### src/rtl/universal_register_pkg.sv
// Shared constants for the universal register.
//   MODE_W            : width of the operation-select field
//   MODE_HOLD..DEC    : operation encodings; all eight values are defined
package universal_register_pkg;

  localparam int MODE_W = 3;

  localparam logic [MODE_W-1:0] MODE_HOLD = 3'b000;
  localparam logic [MODE_W-1:0] MODE_LOAD = 3'b001;
  localparam logic [MODE_W-1:0] MODE_SHL  = 3'b010;
  localparam logic [MODE_W-1:0] MODE_SHR  = 3'b011;
  localparam logic [MODE_W-1:0] MODE_ROTL = 3'b100;
  localparam logic [MODE_W-1:0] MODE_ROTR = 3'b101;
  localparam logic [MODE_W-1:0] MODE_INC  = 3'b110;
  localparam logic [MODE_W-1:0] MODE_DEC  = 3'b111;

endpackage

### src/rtl/universal_register_input_capture_stage.sv
// Optional one-deep capture of the external control/data inputs.
//   clk_i, rst_ni            : clock, async active-low clear
//   enable_i/mode_i/d_i/ser_in_i : raw inputs from pins/switches
//   enable_o/mode_o/d_o/ser_in_o : captured (IN_REG=1) or pass-through (IN_REG=0)
module input_capture_stage
  import universal_register_pkg::*;
#(
  parameter int WIDTH  = 8,
  parameter bit IN_REG = 1'b1
) (
  input  logic              clk_i,
  input  logic              rst_ni,
  input  logic              enable_i,
  input  logic [MODE_W-1:0] mode_i,
  input  logic [WIDTH-1:0]  d_i,
  input  logic              ser_in_i,
  output logic              enable_o,
  output logic [MODE_W-1:0] mode_o,
  output logic [WIDTH-1:0]  d_o,
  output logic              ser_in_o
);

  generate
    if (IN_REG) begin : g_reg
      logic              enable_q;
      logic [MODE_W-1:0] mode_q;
      logic [WIDTH-1:0]  d_q;
      logic              ser_in_q;

      // Clearing enable_q on reset is what discards any operation that was
      // in flight when reset hit.
      always_ff @(posedge clk_i or negedge rst_ni) begin
        if (!rst_ni) begin
          enable_q <= 1'b0;
          mode_q   <= MODE_HOLD;
          d_q      <= '0;
          ser_in_q <= 1'b0;
        end else begin
          enable_q <= enable_i;
          mode_q   <= mode_i;
          d_q      <= d_i;
          ser_in_q <= ser_in_i;
        end
      end

      assign enable_o = enable_q;
      assign mode_o   = mode_q;
      assign d_o      = d_q;
      assign ser_in_o = ser_in_q;
    end else begin : g_pass
      assign enable_o = enable_i;
      assign mode_o   = mode_i;
      assign d_o      = d_i;
      assign ser_in_o = ser_in_i;
    end
  endgenerate

endmodule

### src/rtl/universal_register.sv
// WIDTH-bit register with hold/load/shift/rotate/increment/decrement.
//   clk_i, rst_ni : clock, async active-low reset (q_o <= RESET_VAL, carry_o <= 0)
//   enable_i      : 0 holds q_o and carry_o regardless of mode_i
//   mode_i        : operation select (see universal_register_pkg)
//   d_i           : parallel load data
//   ser_in_i      : fill bit for SHL/SHR
//   q_o           : register contents
//   carry_o       : registered shift-out / carry / borrow
//   zero_o        : combinational, q_o == 0
module universal_register
  import universal_register_pkg::*;
#(
  parameter int               WIDTH     = 8,
  parameter bit               IN_REG    = 1'b1,
  parameter logic [WIDTH-1:0] RESET_VAL = '0
) (
  input  logic              clk_i,
  input  logic              rst_ni,
  input  logic              enable_i,
  input  logic [MODE_W-1:0] mode_i,
  input  logic [WIDTH-1:0]  d_i,
  input  logic              ser_in_i,
  output logic [WIDTH-1:0]  q_o,
  output logic              carry_o,
  output logic              zero_o
);

  logic              enable_r;
  logic [MODE_W-1:0] mode_r;
  logic [WIDTH-1:0]  d_r;
  logic              ser_in_r;

  input_capture_stage #(
    .WIDTH  (WIDTH),
    .IN_REG (IN_REG)
  ) u_capture (
    .clk_i    (clk_i),
    .rst_ni   (rst_ni),
    .enable_i (enable_i),
    .mode_i   (mode_i),
    .d_i      (d_i),
    .ser_in_i (ser_in_i),
    .enable_o (enable_r),
    .mode_o   (mode_r),
    .d_o      (d_r),
    .ser_in_o (ser_in_r)
  );

  logic [WIDTH-1:0] q_q, q_d;
  logic             carry_q, carry_d;
  logic [WIDTH:0]   inc_w, dec_w;

  // One extra bit so the wrap-around shows up as the MSB: carry on
  // all-ones + 1, borrow on 0 - 1.
  assign inc_w = {1'b0, q_q} + {{WIDTH{1'b0}}, 1'b1};
  assign dec_w = {1'b0, q_q} - {{WIDTH{1'b0}}, 1'b1};

  always_comb begin
    q_d     = q_q;
    carry_d = carry_q;
    if (enable_r) begin
      case (mode_r)
        MODE_HOLD: begin
          q_d     = q_q;
          carry_d = carry_q;
        end
        MODE_LOAD: begin
          q_d     = d_r;
          carry_d = 1'b0;
        end
        MODE_SHL: begin
          q_d     = {q_q[WIDTH-2:0], ser_in_r};
          carry_d = q_q[WIDTH-1];
        end
        MODE_SHR: begin
          q_d     = {ser_in_r, q_q[WIDTH-1:1]};
          carry_d = q_q[0];
        end
        MODE_ROTL: begin
          q_d     = {q_q[WIDTH-2:0], q_q[WIDTH-1]};
          carry_d = q_q[WIDTH-1];
        end
        MODE_ROTR: begin
          q_d     = {q_q[0], q_q[WIDTH-1:1]};
          carry_d = q_q[0];
        end
        MODE_INC: begin
          q_d     = inc_w[WIDTH-1:0];
          carry_d = inc_w[WIDTH];
        end
        MODE_DEC: begin
          q_d     = dec_w[WIDTH-1:0];
          carry_d = dec_w[WIDTH];
        end
        default: begin
          q_d     = q_q;
          carry_d = carry_q;
        end
      endcase
    end
  end

  always_ff @(posedge clk_i or negedge rst_ni) begin
    if (!rst_ni) begin
      q_q     <= RESET_VAL;
      carry_q <= 1'b0;
    end else begin
      q_q     <= q_d;
      carry_q <= carry_d;
    end
  end

  assign q_o     = q_q;
  assign carry_o = carry_q;
  assign zero_o  = (q_q == '0);

endmodule

### config.mk
export PLATFORM = sky130hd
export DESIGN_NAME = universal_register
export DESIGN_NICKNAME = d
export VERILOG_FILES = /design/src/rtl/universal_register_pkg.sv /design/src/rtl/universal_register_input_capture_stage.sv /design/src/rtl/universal_register.sv
export SDC_FILE = /design/constraint.sdc
export NUM_CORES = 1
export LEC_CHECK = 0
export ABC_AREA = 1
export BUFFER_PORTS_ARGS = -buffer_cell sky130_fd_sc_hd__buf_4
export CORE_ASPECT_RATIO = 0.8
export CORE_MARGIN = 2
export CORE_UTILIZATION = 41
export DETAILED_ROUTE_END_ITERATION = 16
export SLEW_MARGIN = 20
export SYNTH_ARGS = -nofsm -noshare
export SYNTH_HDL_FRONTEND = slang
export SYNTH_HIERARCHICAL = 1
export SYNTH_SLANG_ARGS = --single-unit
### constraint.sdc
create_clock -name clk_i -period 1.6 [get_ports clk_i]
set_input_delay 0.24 -clock clk_i [delete_from_list [all_inputs] [get_ports clk_i]]
set_output_delay 0.24 -clock clk_i [all_outputs]
set_load 0.005 [all_outputs]
==> metrics.md, run 1 <==
| Metric | Value |
|---|---|
| Worst path cell trace | `inv_2 -> ha_4 -> nand2_1 -> nor3_1 -> buf_4` |
| DRT Wirelength | `roughly 3600 um` |
| Avg Cell Area, Syn | `6.83 um^2` |
| Final GP Congestion | `a little over 0.8` |
| Register area share after synthesis | `a little under two fifths` |
| Number of synthesized flops with an enable pin | `0` |
| Pleak | `0.941 nW` |
| Vias in the first global route | `approximately 1400` |
| CTS root buf | `clkbuf_8` |
| Final hold violations | `0` |
| Crit path time final | `approximately 1.5 ns` |
| Clk buf depth | `2` |
| Core ar. | `3420 um^2` |
| CP top delay family | `flip-flops` |
| Measured slew at the worst slew-check pin | `approximately 0.27 ns` |
| Post-DR wirelength/cell | `roughly 12 um` |
| Startpoint types | `flip-flop` |
| GR Util All Layers | `between 10% and 20%` |
| CTS H-tree lvls | `1` |
| Required time worst endpoint | `1.36 ns` |
| Type of the worst setup path | `reg -> out` |
| # nets final | `about 270` |
| Met2 Usage GRT | `~29%` |
| Tcrit/Tclk final | `a little over nine tenths` |
| Critical-path cell with the highest stage delay | `dfrtp_1` |
| Yosys warning count | `6` |
| Clock group share of total power | `between 20% and 30%` |
| Fraction of registers with async set or reset after synthesis | `100%` |
| Total negative slack | `0 ns` |
| Switching pwr | `roughly 0.65 mW` |
| RSZ-0062 raised after global routing | `no` |
| Synth top area share | `between 30% and 40%` |
| Routed Antenna Nets | `0` |
| Met3 Usage GRT | `2.47%` |
| Clk pin slew, worst setup/hold paths | `0.07 ns` |
| Area Overhead vs Synth | `25.3%` |
| DRT iter0 DRCs | `~110` |
| Cell taking the most area after synthesis | `dfrtp_1` |
| Gr busiest metal | `met1` |
| Arr. time, crit path | `between 1 and 1.5 ns` |
| Max incr delay on CP | `between 0.3 and 0.4 ns` |
| Final Util | `between 50% and 60%` |
| Share of layout cells above drive strength 1 | `roughly 28%` |
| Slew Limit Fails | `0` |
| Pint | `about 1.2 mW` |
| First-pass GRT wire length | `around 6300 um` |
| Netlist cell types | `23` |
| Max-Cap Viols | `0` |
| Sequential cell area | `558 um^2` |
| Largest net degree at the start of global routing | `23` |
| Buffers on Ports | `24` |
| Clk sinks | `22` |
| Remaining global-route overflow | `0` |
| Initial core utilization | `between 40% and 50%` |
| Multi-input logic area | `774 um^2` |
| Post-DP HPWL | `~2700 um` |
| # fillers | `around 350` |
| Cts bufs inserted | `3` |
| Residual DRC count | `0` |
| Peak supply drop | `between 700 and 800 uV` |
| Die Height | `57.3 um` |
| Syn Std Cell Area | `around 1500 um^2` |
| Die width | `70.6 um` |
| Top post-synthesis cells by area | `dfrtp_1 (38%), nand2_1 (17%), nand3_1 (12%)` |
| Post-synth top flop | `dfrtp_1` |
| Initial antenna violation count | `0` |
| Routed via count | `about 1400` |
| Switch share | `around 36%` |
| Max_slew headroom | `approximately four fifths` |
| Layout Skew | `roughly 0.003 ns` |
| Antenna diodes | `0` |
| Net Count, Synth | `between 200 and 250` |
| Cell row count | `19` |
| Met1 Resource Use GR | `between 20 and 30%` |
| Post-Synthesis Cells | `roughly 210` |
| HP Class | `in -> reg` |
| Die Footprint | `4040 um^2` |
| Final setup violation count | `0` |
| Worst skew pair latency | `about 0.25 ns` |
| Top-level port count | `25` |
| Fmax | `around 660 MHz` |
| Seq cells post-synth | `22` |
| Buf/Inv on CP | `2` |
| Worst-path fanout max | `5` |
| CTS tree | `yes` |
| Worst setup EP type | `output port` |
| Power Density | `1000 nW/um^2` |
| Combinational Power Share | `about two fifths` |
| Vias per inst | `slightly below 5` |
| First-pass DRT Iterations | `4` |
| Flop pwr share | `roughly two fifths` |
| Outcome | `completed` |
[cells in the mapped netlist (4+ instances only)]
cell type / number
buf_6: 4
dfrtp_1: 22
inv_1: 16
inv_2: 4
nand2_1: 66
nand2_2: 6
nand3_1: 34
nand4_1: 6
nor2_1: 24
o21ai_0: 7
o21ai_1: 5
[per-layer routing]
metal | vias up | share of wire [%]
met4 | 0 | 1.0
met5 | - | 0
met2 | 35 | 44
li1 | 756 | -
met3 | 5 | 5.2
met1 | 625 | 50
[flip-flops by register name, indices dropped and copies added, names as in the netlist]
| name | cells |
|---|---|
| carry_o | 1 |
| q_o | 8 |
| u_capture/d_o | 8 |
| u_capture/enable_o | 1 |
| u_capture/mode_o | 3 |
| u_capture/ser_in_o | 1 |
[metrics by stage]
step	setup slack (ns)	hold slack [ns]	cell area [um^2]	total power, mW	std cells
global route	0.00290	0.0779	1820	1.98	291
floorplan	0.0878	-0.0556	1460	1.12	213
detailed placement	0.119	0.138	1680	1.37	280
finish	0.0953	0.0898	1820	1.83	291
CTS	0.00805	0.0828	1770	1.78	287
global placement	0.159	0.139	1680	1.38	280
[power by group through the flow]
| stage | registers, mW | clock network (mW) | logic [mW] |
|---|---|---|---|
| floorplan | 0.692 | 0 | 0.433 |
| global placement | 0.733 | 0 | 0.646 |
| detailed placement | 0.731 | 0 | 0.644 |
| CTS | 0.713 | 0.392 | 0.676 |
| global route | 0.720 | 0.409 | 0.851 |
| finish | 0.707 | 0.376 | 0.748 |
[layout make-up]
cell class                      count  area share, %
Sequential cell                    22           30.6
Tap cell                           42           2.88
Multi-Input combinational cell    162           42.5
Clock buffer                        4           3.02
Timing Repair Buffer               39           16.2
Inverter                           22           4.80
[what timing repair did]
item,4_1_cts,5_1_grt
hold buffers,1,0
pin swaps,0,0
resized for setup,2,12
endpoints found under the hold margin,22,0
buffers inserted,2,4
endpoints found under the setup margin,1,9
[path summary, 6_finish.rpt]
check	cells past startpoint	from	slack, ns	to
max	5	q_o[1]	0.1	zero_o
max in group asynchronous	2	rst_ni	0.95	q_o[5]
min in group asynchronous	2	rst_ni	0.41	u_capture/d_o[6]
min reg2reg	2	carry_o	0.49	carry_o
min	1	d_i[3]	0.09	u_capture/d_o[3]
max reg2reg	9	q_o[0]	0.18	q_o[4]
[placed cells by master (no fill, tap or decap), types with 6 or more instances in the layout]
cell / n
nand2_1: 66
buf_4: 38
nand3_1: 34
nor2_1: 22
dfrtp_1: 16
inv_1: 13
inv_2: 7
o21ai_0: 7
nand4_1: 6
dfrtp_2: 6
[cells by family after synthesis]
group,Yosys count,synth area share [%]
buffers and inverters,29,10.5
DFF,22,37.8
AOI/OAI and AO/OA,16,5.76
and+or+nand+nor,144,44.2
adders and majority gates,2,1.72
No activity file was read; power rests on OpenSTA's default activity.
==> run 2: changes to the inputs <==
--- a/config.mk
+++ b/config.mk
@@ -7,9 +7,10 @@
 export LEC_CHECK = 0
 export ABC_AREA = 1
 export BUFFER_PORTS_ARGS = -buffer_cell sky130_fd_sc_hd__buf_4
-export CORE_ASPECT_RATIO = 0.8
+export CORE_ASPECT_RATIO = 0.75
 export CORE_MARGIN = 2
 export CORE_UTILIZATION = 41
+export CTS_CLUSTER_SIZE = 12
 export DETAILED_ROUTE_END_ITERATION = 16
 export SLEW_MARGIN = 20
 export SYNTH_ARGS = -nofsm -noshare
==> run 2 against run 1 <==
Net effect:
- final cell count fell by 1.4%
- design area rose by 0.89%
- critical path depth did not move
- worst hold slack got worse by 0.015 ns
- via count rose by 3.2%
- first-iteration DRC count fell by 1.8%
- worst setup slack got worse by 0.014 ns
- total power rose by 8.4%
- core utilization rose by 1.9 points
- critical path type unchanged
==> metrics.md, run 2 (synthesized netlist as in run 1, its figures left out) <==
| Metric | Value |
|---|---|
| CTS root buf | `clkbuf_8` |
| Core ar. | `3330 um^2 (-2.6%)` |
| Final hold violations | `0 (unchanged)` |
| HP Class | `in -> reg` |
| Buf/Inv on CP | `2 (unchanged)` |
| Max_slew headroom | `81.6% (-0.36 points)` |
| Layout Skew | `0.00283 ns (-0.000234 ns)` |
| Commonest non-fill, non-tap cells in the layout | `nand2_1 (65), buf_4 (36), nand3_1 (34)` |
| Largest net degree at the start of global routing | `23 (unchanged)` |
| Slew Limit Fails | `0 (unchanged)` |
| Worst path cell trace | `inv_2 -> ha_4 -> nand2_4 -> nor3_2 -> buf_4` |
| Reg2Reg Depth | `10 (+1)` |
| WL met1 | `1910 um (+7.5%)` |
| DRT iter0 DRCs | `111 (-1.8%)` |
| Hold slack | `0.0744 ns (-0.0154 ns)` |
| CP top delay family | `flip-flops` |
| Share of layout cells above drive strength 1 | `28.3% (+0.23 points)` |
| Antenna diodes | `0 (unchanged)` |
| Measured slew at the worst slew-check pin | `0.277 ns (+0.00542 ns)` |
| Power Density | `1080 nW/um^2 (+7.5%)` |
| Routed wl met3 | `196 um (+5.9%)` |
| Post-DR wirelength/cell | `13.3 um (+9.0%)` |
| Top routing layer used | `met4` |
| Type of the worst setup path | `reg -> out` |
| Die width | `72.8 um (+3.1%)` |
| Vias in the first global route | `1371 (-1.4%)` |
| Die Height | `55.6 um (-3.0%)` |
| # nets final | `265 (-0.75%)` |
| Crit path time final | `1.52 ns (+0.0138 ns)` |
| Worst-path fanout max | `5 (unchanged)` |
| Area Overhead vs Synth | `26.4%` |
| Routed via count | `1466 (+3.2%)` |
| Commonest non-fill, non-tap cell in the layout | `nand2_1` |
| Vias per inst | `5.11 (+4.6%)` |
| Outcome | `completed` |
| Met2 routed WL | `1680 um (+8.5%)` |
| Cell row count | `18 (-1)` |
| DRT Wirelength | `3820 um (+7.5%)` |
| CTS H-tree lvls | `1 (unchanged)` |
| Hold Path Depth | `1 (unchanged)` |
| Required time worst endpoint | `1.36 ns (about the same)` |
| CTS tree | `yes` |
| Routed Antenna Nets | `0 (unchanged)` |
| Initial antenna violation count | `0 (unchanged)` |
| Peak supply drop | `706 uV (-5.8%)` |
| First-pass GRT wire length | `6570 um (+4.0%)` |
| Arr. time, crit path | `1.28 ns (+0.02 ns)` |
| Clk pin slew, worst setup/hold paths | `0.08 ns (about the same)` |
| Critical-path cell with the highest stage delay | `dfrtp_1` |
| Final GP Congestion | `0.857 (+4.8%)` |
| Worst skew pair latency | `0.26 ns (about the same)` |
| Remaining global-route overflow | `0 (unchanged)` |
| Pleak | `0.943 nW (+0.12%)` |
| Fmax | `659 MHz (-0.91%)` |
| Max incr delay on CP | `0.41 ns (+0.02 ns)` |
| Max-Cap Viols | `0 (unchanged)` |
| Initial core utilization | `43.7% (+1.1 points)` |
| Buffers on Ports | `24 (unchanged)` |
| First-pass DRT Iterations | `5 (+1)` |
| GR Util All Layers | `20.7% (+1.0 points)` |
| Startpoint types | `flip-flop` |
| Cts bufs inserted | `3 (unchanged)` |
| Clk buf depth | `2 (unchanged)` |
| RSZ-0062 raised after global routing | `yes` |
| Clk sinks | `22 (unchanged)` |
| Post-DP HPWL | `2850 um (+5.0%)` |
| Crit. path cell count | `5 (unchanged)` |
| Residual DRC count | `0 (unchanged)` |
| Top-level port count | `25 (unchanged)` |
| Total negative slack | `0 ns (unchanged)` |
| Tcrit/Tclk final | `94.9% (+0.87 points)` |
| Die Footprint | `4050 um^2 (about the same)` |
| Worst setup EP type | `output port` |
| Final setup violation count | `0 (unchanged)` |
run 2: cell types whose count changed in the layout (fill, tap and decap cells not counted), sizes merged:
cell and change:
buf -2, bufinv +1, clkbuf -1
run 2: cell type report:
cell class	instances	area, um^2
Timing Repair Buffer	37	280
Inverter	22	90.1
Multi-Input combinational cell	162	790
Tap cell	40	50.0
Clock inverter	1	30.0
Clock buffer	3	41.3
Sequential cell	22	558
Fill cell	338	1490
run 2: final timing paths:
path | start | endpoint | slack (ns)
max | q_o[1] | zero_o | 0.08
min | enable_i | u_capture/enable_o | 0.07
max reg2reg | q_o[1] | q_o[4] | 0.11
min reg2reg | carry_o | carry_o | 0.49
max in group asynchronous | rst_ni | q_o[5] | 0.96
min in group asynchronous | rst_ni | u_capture/enable_o | 0.41
run 2: per-layer routing:
metal / vias to the layer above / track usage (%)
met4: 0 / 3.97
met5: - / 0
met2: 41 / 29.7
li1: 752 / -
met3: 4 / 3.44
met1: 669 / 32.6
run 2: repair_timing:
| item | CTS | global route |
|---|---|---|
| hold endpoints to repair | 22 | 0 |
| setup buffers | 2 | 1 |
| setup endpoints to repair | 1 | 10 |
| gates resized for setup | 4 | 14 |
| hold buffers | 1 | 0 |
| pin swaps | 0 | 2 |
run 2: power by group:
part / internal [mW] / switching (mW) / total [mW]
clock network: 0.334 / 0.180 / 0.514
registers: 0.624 / 0.0875 / 0.711
logic: 0.332 / 0.428 / 0.760
run 2: stage by stage:
step                power (mW)  instance area (um^2)  utilization (%)  instances  setup slack [ns]
finish                    1.99                  1840             55.2        287            0.0815
global route              2.12                  1840             55.2        287           -0.0229
CTS                       1.94                  1800             54.0        286           0.00299
detailed placement        1.38                  1690             50.6        279            0.0825
global placement          1.38                  1690             50.6        279             0.103
floorplan                 1.12                  1460                -        213            0.0878
==> run 3: changes to the inputs <==
==> constraint.sdc (replaced) <==
create_clock -name clk_i -period 1.6 [get_ports clk_i]
set_input_delay 0.08 -clock clk_i [delete_from_list [all_inputs] [get_ports clk_i]]
set_output_delay 0.08 -clock clk_i [all_outputs]
set_load 0.005 [all_outputs]
==> run 3 against run 2 <==
Net effect:
- critical path depth is 1 higher
- worst hold slack better by 0.16 ns
- non-clock buffer count is 13 higher
- clock-buffer cell count stayed put
- sequential power is 3.0% higher
- design area is 5.6% higher
- critical path type unchanged
- critical endpoint unchanged
- die area stayed put
- core utilization is 3.1 points higher
==> metrics.md, run 3 (synthesized netlist as in run 1, its figures left out) <==
| Metric | Value |
|---|---|
| Routed Antenna Nets | `0 (unchanged)` |
| Cts bufs inserted | `3 (unchanged)` |
| Final hold violations | `0 (unchanged)` |
| Switching pwr | `0.690 mW (-0.70%)` |
| Die Height | `55.6 um (unchanged)` |
| CTS root buf | `clkbuf_8` |
| Max_slew headroom | `79.1% (-2.5 points)` |
| Outcome | `completed` |
| Die Footprint | `4050 um^2 (unchanged)` |
| Top cell by count, worst path | `buf_4` |
| Remaining global-route overflow | `0 (unchanged)` |
| Total negative slack | `0 ns (unchanged)` |
| RSZ-0062 raised after global routing | `no` |
| Post-DP HPWL | `2880 um (+0.81%)` |
| Commonest non-fill, non-tap cells in the layout | `nand2_1 (66), buf_4 (36), nand3_1 (34)` |
| Max incr delay on CP | `0.43 ns (+0.02 ns)` |
| Share of layout cells above drive strength 1 | `23.5% (-4.9 points)` |
| Layout Skew | `0.00957 ns (+0.00675 ns)` |
| Cell row count | `18 (unchanged)` |
| DRT iter0 DRCs | `110 (-0.90%)` |
| Startpoint types | `flip-flop` |
| CTS H-tree lvls | `1 (unchanged)` |
| Vias in the first global route | `1351 (-1.5%)` |
| Max-Cap Viols | `0 (unchanged)` |
| Top routing layer used | `met4` |
| Area Overhead vs Synth | `33.5%` |
| Worst-path fanout max | `4 (-1)` |
| Top-level port count | `25 (unchanged)` |
| Measured slew at the worst slew-check pin | `0.314 ns (+0.0373 ns)` |
| WL met1 | `2060 um (+7.6%)` |
| Initial core utilization | `43.7% (unchanged)` |
| Vias per inst | `5.11 (+0.10%)` |
| Clk sinks | `22 (unchanged)` |
| Slew Limit Fails | `0 (unchanged)` |
| Clk buf depth | `2 (unchanged)` |
| Worst path cell trace | `inv_1 -> ha_4 -> buf_4 -> nand2_1 -> nor3_2 -> buf_4` |
| Residual DRC count | `0 (unchanged)` |
| DRT Wirelength | `3960 um (+3.8%)` |
| HP Class | `in -> async` |
| Flop pwr share | `37.0% (+1.2 points)` |
| # nets final | `278 (+4.9%)` |
| Arr. time, crit path | `1.43 ns (+0.15 ns)` |
| First-pass DRT Iterations | `5 (unchanged)` |
| Die width | `72.8 um (unchanged)` |
| Largest net degree at the start of global routing | `23 (unchanged)` |
| Final setup violation count | `0 (unchanged)` |
| Buffers on Ports | `24 (unchanged)` |
| Worst setup EP type | `output port` |
| Critical-path cell with the highest stage delay | `dfrtp_2` |
| Fmax | `661 MHz (+0.44%)` |
| Met2 routed WL | `1700 um (+1.1%)` |
| Routed via count | `1534 (+4.6%)` |
| Peak supply drop | `671 uV (-5.0%)` |
| Tcrit/Tclk final | `94.5% (-0.41 points)` |
| Worst skew pair latency | `0.26 ns (about the same)` |
| Final worst slack | `0.0880 ns (+0.00659 ns)` |
| Overall Power | `1.98 mW (-0.38%)` |
| Pleak | `0.992 nW (+5.3%)` |
| First-pass GRT wire length | `6510 um (-0.84%)` |
| Clk pin slew, worst setup/hold paths | `0.09 ns (about the same)` |
| Clock group share of total power | `26.2% (+0.3 points)` |
| Commonest non-fill, non-tap cell in the layout | `nand2_1` |
| Power Density | `1020 nW/um^2 (-5.7%)` |
| Switch share | `34.9% (-0.11 points)` |
| Core ar. | `3330 um^2 (unchanged)` |
| Post-DR wirelength/cell | `13.2 um (-0.70%)` |
| Pint | `1.29 mW (-0.21%)` |
| CTS tree | `yes` |
| Combinational Power Share | `36.8% (-1.5 points)` |
| Routed wl met3 | `164 um (-16%)` |
| Required time worst endpoint | `1.52 ns (+0.16 ns)` |
| Type of the worst setup path | `reg -> out` |
| Antenna diodes | `0 (unchanged)` |
| GR Util All Layers | `20.7% (-0.024 points)` |
| Final GP Congestion | `0.899 (+4.9%)` |
| Final Util | `58.3% (+3.1 points)` |
| Pre-CTS WS | `0.118 ns (+0.0354 ns)` |
| Initial antenna violation count | `0 (unchanged)` |
| Crit path time final | `1.51 ns (-0.00659 ns)` |
==> run 3: cell types whose count changed in the layout (fill, tap and decap cells not counted), sizes merged <==
cell / delta
dlygate4sd3: +13
==> run 3: stage by stage <==
step | cells | area, um^2 | hold slack (ns)
3_5_place_dp | 280 | 1700 | -0.0139
3_3_place_gp | 280 | 1700 | -0.0174
4_1_cts | 298 | 1910 | 0.240
6_report | 300 | 1940 | 0.233
2_1_floorplan | 213 | 1460 | -0.216
5_1_grt | 300 | 1940 | 0.257
==> run 3: cell type report <==
class / count / area, um^2
fillers: 329 / 1390
multi-input cells: 162 / 769
flip-flops and latches: 22 / 554
repair buffers: 50 / 410
inverters: 22 / 87.6
well taps: 40 / 50.0
clock buffers: 3 / 41.3
clock inverters: 1 / 30.0
==> run 3: timing repair <==
item                                    CTS  global route
endpoints found under the setup margin    0             6
setup buffers                             0             2
gates resized for setup                   0             6
endpoints found under the hold margin    35             0
hold buffers                             14             0
==> run 3: path summary, 6_finish.rpt <==
check,endpoint,startpoint,slack (ns),cells past startpoint
hold / removal,u_capture/d_o[2],rst_ni,0.23,2
hold reg to reg,carry_o,carry_o,0.49,2
min in group clk_i,u_capture/d_o[3],d_i[3],0.46,2
max in group asynchronous,u_capture/mode_o[2],rst_ni,1.12,2
setup reg to reg,carry_o,q_o[0],0.12,9
setup / recovery,zero_o,q_o[1],0.09,6
==> run 3: worst max-delay path: cells and delay by family, from the launching register on <==
family                   cells  cell delay (ns)
buffers and inverters        3             0.37
adder cells (fa/ha/maj)      1             0.15
flip-flops                   1             0.43
AND/OR/NAND/NOR              2             0.22
==> run 3: power by group through the flow <==
| stage | Combinational, mW | Sequential [mW] | Clock, mW |
|---|---|---|---|
| finish | 0.727 | 0.732 | 0.518 |
| global route | 0.816 | 0.744 | 0.543 |
| CTS | 0.680 | 0.727 | 0.524 |
| detailed placement | 0.651 | 0.737 | 0 |
| global placement | 0.648 | 0.738 | 0 |
| floorplan | 0.433 | 0.692 | 0 |
==> run 3: layer usage <==
| metal | track usage (%) | vias up |
|---|---|---|
| met5 | 0 | - |
| li1 | - | 780 |
| met2 | 28.1 | 40 |
| met4 | 5.56 | 0 |
| met1 | 33.9 | 710 |
| met3 | 2.54 | 4 |
